<file path="config.mk">
export PLATFORM = sky130hd
export DESIGN_NAME = desc_sche_rr
export DESIGN_NICKNAME = d
export VERILOG_FILES = /design/src/rtl/desc_sche_rr.sv
export SDC_FILE = /design/constraint.sdc
export NUM_CORES = 1
export LEC_CHECK = 0
export ABC_AREA = 1
export ABC_CLOCK_PERIOD_IN_PS = 4400
export BUFFER_PORTS_ARGS = -buffer_cell sky130_fd_sc_hd__buf_2
export CAP_MARGIN = 20
export CORE_MARGIN = 2
export CORE_UTILIZATION = 47
export DETAILED_ROUTE_END_ITERATION = 10
export GPL_ROUTABILITY_DRIVEN = 0
export GPL_TIMING_DRIVEN = 0
export PLACE_DENSITY = 0.88
export SLEW_MARGIN = 0
export SYNTH_ARGS = -nofsm -noshare
export SYNTH_HDL_FRONTEND = slang
export SYNTH_SLANG_ARGS = --single-unit
</file>
<file path="constraint.sdc">
create_clock -name clk -period 4.4 [get_ports clk]
set_clock_uncertainty 0.15 [all_clocks]
set_input_delay 0.88 -clock clk [delete_from_list [all_inputs] [get_ports clk]]
set_output_delay 0.88 -clock clk [all_outputs]
set_load 0.01 [all_outputs]
</file>
<file path="src/rtl/desc_sche_rr.sv">
// Multi-app descriptor scheduler: counts pending descriptors per app, arbitrates among
// eligible apps, fetches one descriptor at a time from the QM and forwards it downstream.
`ifndef RL_DESC_WIDTH
`define RL_DESC_WIDTH 64
`endif

module desc_sche_rr #(
    parameter int unsigned APP_ID_WIDTH = 2,
    parameter int unsigned DESC_WIDTH   = `RL_DESC_WIDTH,
    parameter int unsigned CNT_WIDTH    = 5,
    parameter int unsigned ARB_MODE     = 0,
    parameter int unsigned TIMEOUT      = 255
) (
    input  logic                           clk,
    input  logic                           rst,
    input  logic [APP_ID_WIDTH-1:0]        s_notify_app_id,
    input  logic                           s_notify_valid,
    output logic                           s_notify_ready,
    input  logic [(1<<APP_ID_WIDTH)-1:0]   s_app_mask,
    output logic                           qm_req_valid,
    output logic [APP_ID_WIDTH-1:0]        qm_req_app_id,
    input  logic                           qm_req_ready,
    input  logic [DESC_WIDTH-1:0]          qm_desc,
    input  logic                           qm_desc_valid,
    output logic [DESC_WIDTH-1:0]          m_desc,
    output logic [APP_ID_WIDTH-1:0]        m_desc_app_id,
    output logic                           m_desc_valid,
    input  logic                           m_desc_ready,
    output logic                           stat_timeout,
    output logic                           stat_stray
);

    localparam int unsigned APP_COUNT = 1 << APP_ID_WIDTH;
    localparam logic [CNT_WIDTH-1:0] CNT_MAX = '1;
    localparam int unsigned TMR_WIDTH = (TIMEOUT > 1) ? $clog2(TIMEOUT) : 1;
    localparam logic [TMR_WIDTH-1:0] TMR_LAST = TMR_WIDTH'(TIMEOUT - 1);

    typedef enum logic [1:0] {
        ST_IDLE,
        ST_REQ,
        ST_WAIT,
        ST_OUT
    } state_t;

    state_t                  r_state;
    logic [CNT_WIDTH-1:0]    r_cnt [APP_COUNT];
    logic [APP_ID_WIDTH-1:0] r_ptr;
    logic [APP_ID_WIDTH-1:0] r_sel;
    logic [TMR_WIDTH-1:0]    r_timer;
    logic                    r_req_valid;
    logic [DESC_WIDTH-1:0]   r_m_desc;
    logic [APP_ID_WIDTH-1:0] r_m_app;
    logic                    r_m_valid;
    logic                    r_timeout;
    logic                    r_stray;

    logic                    w_notify_acc;
    logic                    w_grant;
    logic [APP_COUNT-1:0]    w_inc;
    logic [APP_COUNT-1:0]    w_dec;
    logic [APP_COUNT-1:0]    w_elig;
    logic [APP_ID_WIDTH-1:0] w_win;

    // Ready looks only at the addressed counter, never at the grant path.
    assign s_notify_ready = !rst && (r_cnt[s_notify_app_id] != CNT_MAX);
    assign w_notify_acc   = s_notify_valid && s_notify_ready;
    assign w_grant        = (r_state == ST_REQ) && qm_req_ready;

    always_comb begin
        w_inc  = '0;
        w_dec  = '0;
        w_elig = '0;
        for (int i = 0; i < APP_COUNT; i++) begin
            w_inc[i]  = w_notify_acc && (s_notify_app_id == APP_ID_WIDTH'(i));
            w_dec[i]  = w_grant && (r_sel == APP_ID_WIDTH'(i));
            w_elig[i] = (r_cnt[i] != '0) && s_app_mask[i];
        end
    end

    // Downward scans so the last hit is the highest-priority candidate.
    always_comb begin
        w_win = '0;
        if (ARB_MODE == 32'd1) begin
            for (int i = APP_COUNT - 1; i >= 0; i--) begin
                if (w_elig[i]) begin
                    w_win = APP_ID_WIDTH'(i);
                end
            end
        end else begin
            for (int k = APP_COUNT; k >= 1; k--) begin
                if (w_elig[APP_ID_WIDTH'(int'(r_ptr) + k)]) begin
                    w_win = APP_ID_WIDTH'(int'(r_ptr) + k);
                end
            end
        end
    end

    always_ff @(posedge clk or posedge rst) begin
        if (rst) begin
            for (int i = 0; i < APP_COUNT; i++) begin
                r_cnt[i] <= '0;
            end
        end else begin
            for (int i = 0; i < APP_COUNT; i++) begin
                if (w_inc[i] && !w_dec[i]) begin
                    r_cnt[i] <= r_cnt[i] + CNT_WIDTH'(1);
                end else if (w_dec[i] && !w_inc[i]) begin
                    r_cnt[i] <= r_cnt[i] - CNT_WIDTH'(1);
                end
            end
        end
    end

    always_ff @(posedge clk or posedge rst) begin
        if (rst) begin
            r_state     <= ST_IDLE;
            r_ptr       <= APP_ID_WIDTH'(APP_COUNT - 1);
            r_sel       <= '0;
            r_timer     <= '0;
            r_req_valid <= 1'b0;
            r_m_desc    <= '0;
            r_m_app     <= '0;
            r_m_valid   <= 1'b0;
            r_timeout   <= 1'b0;
            r_stray     <= 1'b0;
        end else begin
            r_timeout <= 1'b0;
            r_stray   <= 1'b0;
            case (r_state)
                ST_IDLE: begin
                    r_stray <= qm_desc_valid;
                    if (|w_elig) begin
                        r_sel       <= w_win;
                        r_req_valid <= 1'b1;
                        r_state     <= ST_REQ;
                    end
                end
                ST_REQ: begin
                    r_stray <= qm_desc_valid;
                    if (qm_req_ready) begin
                        r_req_valid <= 1'b0;
                        r_ptr       <= r_sel;
                        r_timer     <= '0;
                        r_state     <= ST_WAIT;
                    end
                end
                ST_WAIT: begin
                    if (qm_desc_valid) begin
                        r_m_desc  <= qm_desc;
                        r_m_app   <= r_sel;
                        r_m_valid <= 1'b1;
                        r_state   <= ST_OUT;
                    end else if (r_timer == TMR_LAST) begin
                        // Abandoned: the consumed count stays consumed.
                        r_timeout <= 1'b1;
                        r_state   <= ST_IDLE;
                    end else begin
                        r_timer <= r_timer + TMR_WIDTH'(1);
                    end
                end
                ST_OUT: begin
                    r_stray <= qm_desc_valid;
                    if (m_desc_ready) begin
                        r_m_valid <= 1'b0;
                        r_state   <= ST_IDLE;
                    end
                end
                default: r_state <= ST_IDLE;
            endcase
        end
    end

    assign qm_req_valid  = r_req_valid;
    assign qm_req_app_id = r_sel;
    assign m_desc        = r_m_desc;
    assign m_desc_app_id = r_m_app;
    assign m_desc_valid  = r_m_valid;
    assign stat_timeout  = r_timeout;
    assign stat_stray    = r_stray;

endmodule
</file>
## After elaboration in Yosys (flattened, before gate mapping)

Index checks and enable logic that the tools add are counted.

- Flip-flop bits (word level): 104
- Input port bits: 76
- Output and inout bits: 73
- Logic and storage cells: 153

- Add/sub/neg operators: 13
- Magnitude comparators: 5
- Equality and inequality tests: 18
- Mux-type cells: 47
- Bitwise gates (word level): 1
- Reductions and logical operators: 55

Operators by type and width:

| operator | number |
|---|---|
| 2-to-1 mux 5 bit | 10 |
| 2-to-1 mux 8 bit | 3 |
| logical AND 1 bit | 23 |
| adder 5 x 1 -> 5 bit, second input constant | 4 |
| nonzero test 5 bit | 4 |
| subtractor 5 x 1 -> 5 bit, second input constant | 4 |
| 2-to-1 mux 2 bit | 9 |
| < comparator 2 x 4 -> 1 bit, second input constant | 4 |
| 2-to-1 mux 1 bit | 16 |
| case mux 8 bit (2 select lines) | 1 |
| nonzero test 2 bit | 7 |
| == test 2 bit, second input constant | 6 |
| != test 2 bit, second input constant | 6 |
| binary-select mux 5 bit (select 2 bit) | 1 |
| logical NOT 1 bit | 9 |
| adder 8 x 1 -> 8 bit, second input constant | 1 |
| binary-select mux 1 bit (select 2 bit) | 4 |
| == test 8 bit, second input constant | 1 |
| case mux 2 bit (4 select lines) | 1 |
| AND reduction 4 bit | 2 |
| == test 2 x 1 -> 1 bit, second input constant | 3 |
| logical NOT 2 bit | 3 |
| AND reduction 2 bit | 3 |
| AND reduction 3 bit | 2 |
| other kinds (9) | 12 |

## Longest topological paths before layout

- Depth in word-level cells: 12
- Gate-level depth with buffers: 20
- Gate-level depth less buffers: 20

## Worst setup path before layout

No wires, ideal clock.

- Path type: in2reg
- From: input rst
- To: register r_cnt[9] (netlist bit)
- Library setup time: 0.125 ns
- Data arrival time: 4.941 ns
- Slack: -0.816 ns
- Stages on the path: 12
- Buffers on the path: 0
- Cell sequence: inv_1 -> nand3_1 -> nor2_1 -> ha_1 -> inv_1 -> fa_1 -> a21o_1 -> a21oi_1 -> nand2_1 -> nand2_1 -> nor2_1 -> xor2_1

- Cells in the longest elaborated chain, start to end: 7

RTL lines:

| item | RTL line | RTL |
|---|---|---|
| start, declared | 15 | `input logic rst,` |
| logical NOT 1 bit (no source line) (*) | -- |  |
| logical AND 1 bit (*) | 65 | `assign s_notify_ready = !rst && (r_cnt[s_notify_app_id] != CNT_MAX);` |
| logical AND 1 bit (*) | 66 | `assign w_notify_acc = s_notify_valid && s_notify_ready;` |
| logical AND 1 bit (*) | 74 | `w_inc[i] = w_notify_acc && (s_notify_app_id == APP_ID_WIDTH'(i));` |
| logical NOT 1 bit | 107 | `end else if (w_dec[i] && !w_inc[i]) begin` |
| logical AND 1 bit | 107 |  |
| nonzero test 2 bit (no source line) | -- |  |
| end signal, assigned by index | 106 | `r_cnt[i] <= r_cnt[i] + CNT_WIDTH'(1);` |
| end signal, assigned by index | 108 | `r_cnt[i] <= r_cnt[i] - CNT_WIDTH'(1);` |
| end, declared | 46 | `logic [CNT_WIDTH-1:0] r_cnt [APP_COUNT];` |

Mark *: on every way between the ends. The rest lies on a longest branch, timed or not.
A chain may end at the register's enable or synchronous reset.

## Worst setup path in the final report

- From: input s_notify_app_id[0]
- To: register r_cnt[14] (netlist bit)

- Cells in the longest elaborated chain, start to end: 11

RTL lines:

| item | RTL line | RTL |
|---|---|---|
| start, declared | 16 | `input logic [APP_ID_WIDTH-1:0] s_notify_app_id,` |
| NOT 2 -> 3 bit (not written as such) | 65 |  |
| binary-select mux 5 bit (select 2 bit) | 65 |  |
| 2-to-1 mux 5 bit (not written as such) (2 in series) | 65 |  |
| != test 5 bit | 65 |  |
| logical AND 1 bit | 65 |  |
| logical AND 1 bit | 66 |  |
| logical AND 1 bit (*) | 74 |  |
| logical NOT 1 bit | 107 |  |
| logical AND 1 bit | 107 |  |
| nonzero test 2 bit (no source line) | -- |  |

Mark *: on every way between the ends. The rest lies on a longest branch, timed or not. The select of a mux whose other input is x is not followed.

==> results.txt <==
Among all stages on the critical path, the largest delay is contributed by sky130_fd_sc_hd__ha_1. After clock tree synthesis, the flow added hold-fix buffers numbering 0. The final cell area excluding filler cells is around 0.0062 mm².

The layout overhead on the synthesized area is 22.9%. The mean number of vias per cell is just over 5. The shortest clock period the worst path allows after layout is roughly 3.4 ns. After detailed routing, the average wire length per cell comes to 15.2 µm.

The combinational fraction of design power is a little under half. The initial standard-cell utilization of the core came out at 48.8%. In the layout the commonest cells are sky130_fd_sc_hd__buf_2, sky130_fd_sc_hd__dfrtp_1, sky130_fd_sc_hd__nand2_1. The max-slew violation count is 0.

The number of cells on the worst reg-to-reg path is 16. The register-to-register setup slack is roughly 1.4 ns. Setup repair after global routing left no endpoint under its margin.

In this run the critical register-to-register path is launched from r_cnt[15]. The highest net fanout along the worst path came out at 6. The clock network is responsible for between 10% and 20% of the overall power.

For this block, wires on met1 add up to around 4700 µm. The cell family contributing the most delay on the critical path is simple AND/OR/NAND/NOR gates. The commonest non-fill, non-tap cell in the layout is sky130_fd_sc_hd__buf_2. The number of setup violations in the final report is 0. Post-CTS timing repair inserted 0 buffers for setup. The part of the total power dissipated in sequential elements is 40.5%. The internal power of the cells totals 2.59 mW.

The mean post-synth cell area came out at a little over 10 µm². The upper clock frequency limit came out at 291 MHz. The final hold violation count came to 0. The DRC violations left came out at 0. The number of maximum-capacitance constraint violations is 0. Detailed placement finished with a half-perimeter wire length of around 9500 µm.

The number of port buffers is 148. The floorplan step defined a die boundary enclosing about 0.012 mm². The category of the critical setup timing path is primary input to flop. IR analysis of the VDD net gives a maximum drop of ~0.44 mV.

The final setup slack of the worst path came out at about 0.97 ns. The share of flip-flops with an asynchronous set or reset came out at 100%. The antenna diode instance count is 0. For this design the total switching power over the nets is 1.71 mW. Counting instances, the worst hold path has a depth of 2. The actual slew at the worst max-slew pin is approximately 0.50 ns.

The via count of the first global-routing pass came out at 4242. Counting flops and latches in the post-synthesis netlist gives 104. The height of the chip is around 110 µm. The width of the die came out at around 110 µm. The finished layout holds 794 standard cells, fillers aside. Total power for the finished layout comes to around 4.3 mW. During synthesis, Yosys emitted a total of 0 warnings. The routed design uses 477 µm of met3 wire. The number of placed instances, taps included is between 700 and 800. TritonCTS built the clock tree. The first-pass iteration count of the detailed router is 7. The final-stage net count is roughly 750. Clock latency on the worst-skew pair, taken at its later pin, is approximately 0.36 ns.

For this block, the routed nets add up to roughly 12000 µm of wire. The final clock period utilization by the worst path came out at about four fifths. The routed design uses 6630 µm of met2 wire.

The CTS buffer count is 9. The post-synth design cell area came out at between 0.005 and 0.006 mm². Yosys mapped a number of flops with a built-in enable equal to 0. The floorplan has 37 rows. Data on the critical path is required at its endpoint by between 4 and 5 ns. Clock-pin slew was measured on the worst setup and hold paths at 0.10 ns. The path class of the tightest hold or removal check is flop to flop.

The combined global-route utilization of all metal layers came out at between 20% and 30%. The clock sink count is between 100 and 150. The pin count of the biggest net entering global routing is 46. Sequential elements use 51.3% of the synthesized area. The critical path depth in cells came out at 18. The maximum clock path buffer count came out at 2. The post-placement worst setup slack is around 0.64 ns. The number of gates given a new drive strength after cts came out at 0.

After detailed routing, no signal wire sits above met4. The placed instance area came out at 0.00603 mm². The dominant cell type by count on the critical path is sky130_fd_sc_hd__nor2_1. The signal on the critical path passes through buf_2 > nor2_1 > inv_1 > o21ai_0 > a21oi_1 > nor2_1 > nand4_1 > nand3_1 > nor2_1 > ha_1 > inv_1 > ha_1 > a21o_1 > a31oi_1 > nand2_1 > nand2_1 > nor2_1 > xor2_1. The placeable core region came out at between 0.01 and 0.015 mm². In this run the most critical hold path is launched from m_desc_app_id[1]. The violation count after the first detailed-routing iteration came out at around 230. Counting every instance in the synthesized netlist gives between 400 and 500. The initial antenna violation count came to 0.

The critical register-to-register path endpoint is r_cnt[14]. The number of levels the H-tree was split into is 3. The number of nets in the synthesized netlist is 590. The buffer cell driving the clock tree root is sky130_fd_sc_hd__clkbuf_8. For the final routed database, the setup TNS stands at 0 ns. The detailed router placed 4080 vias in this run.

The highest cell delay on the worst timing path came out at 0.27 ns. The final core area utilization is between 50% and 60%. The headroom to the max-slew limit is about two thirds.

For hold timing, the worst endpoint is m_desc_app_id[1]. The combined buffer and inverter count along the critical path is 3. In the synthesized netlist the dominant register cell turns out to be sky130_fd_sc_hd__dfrtp_1. STA classifies the critical path startpoint as a primary input. The endpoint type of the worst setup path is a flop. The flow ran to the end, and the final reports show no timing, DRC or antenna violations.

Final hold analysis gives a worst-case slack of 0.350 ns. The global-route wire length before repair is around 19000 µm. between 100 and 150 I/O pins were placed. The switching power as a share of total power is between 30% and 40%.

The synthesized netlist contains 35 unique library cells. Tracing the worst setup path back leads to its startpoint at s_notify_app_id[0]. The leakage power summed over all cells came out at 3.18 nW.

The residual overflow from global routing came out at 0. The post-route netlist has 40.0% of its cells at a drive strength greater than 1. The data arrival time at the worst-slack endpoint came out at 3.54 ns. In this run the power density over the cells is roughly 690 mW/mm². The count of nets left with antenna violations once routing finished came out at 0.
## cell families (layout without fill, tap and decap cells)
logic type / after synthesis / in the layout / synth area share (%)
buffers and inverters: 69 / 235 / 5.37
adders and majority gates: 22 / 22 / 6.01
xor gates and xnor gates: 13 / 13 / 2.24
muxes: 64 / 64 / 14.2
AOI/OAI and AO/OA: 63 / 63 / 7.07
DFF: 104 / 104 / 51.3
and+or+nand+nor: 157 / 157 / 13.8
## final cells by class
class | instances | area (µm²)
buffer | 9 | 47.5
clock buffer | 10 | 138
clock inverter | 6 | 72.6
fill | 874 | 4170
inverter | 60 | 229
multi-input combinational | 319 | 2200
sequential | 104 | 2610
tap | 136 | 170
timing repair buffer | 150 | 781
## synth_stat cells (all sizes together), types with 3 or more instances
library cell / count / area (µm²)
nand2: 80 / 323
dfrtp: 102 / 2550
buf: 9 / 47.6
nand3: 23 / 115
xnor2: 4 / 35.0
a31oi: 4 / 25.0
inv: 60 / 225
xor2: 9 / 78.8
a21oi: 21 / 109
fa: 4 / 80.1
ha: 18 / 225
a21o: 3 / 22.5
nand4: 4 / 31.3
nor2: 43 / 191
mux2: 64 / 721
a22oi: 4 / 30.0
nor3: 5 / 30.0
o21ai: 24 / 120
## flip-flops by register name (all words and copies together) (netlist names)
| name | cells |
|---|---|
| m_desc | 64 |
| r_cnt | 20 |
| r_timer | 8 |
| m_desc_app_id | 2 |
| qm_req_app_id | 2 |
| r_ptr | 2 |
| r_state | 2 |
| m_desc_valid | 1 |
| qm_req_valid | 1 |
| stat_stray | 1 |
| stat_timeout | 1 |
## power by group through the flow
stage	clock, mW	sequential [mW]	combinational, mW
floorplan	0	1.86	1.12
global placement	0	1.72	1.83
detailed placement	0	1.76	1.94
CTS	0.643	1.74	1.95
global route	0.689	1.80	2.15
finish	0.622	1.74	1.94
## routing by layer
metal,vias to the layer above,GRT usage [%]
met4,0,7.60
met1,1985,24.0
met3,33,4.34
met2,124,38.7
li1,1938,-
met5,-,0
## worst max-delay path by stage
stage	slack, ns	to
after global placement	-0.93	r_cnt[14]
after CTS	1.04	r_cnt[14]
after floorplan	0.008	r_cnt[14]
after detailed placement	0.64	r_cnt[14]
after global routing	0.76	r_cnt[14]
final	0.97	r_cnt[14]
## tightest hold or removal path: cells and delay by family (launching register included)
family / cells / cell delay (ns)
simple gates: 1 / 0.05
flops: 1 / 0.36
compound gates: 1 / 0.06
(Power assumes the default switching activity.)
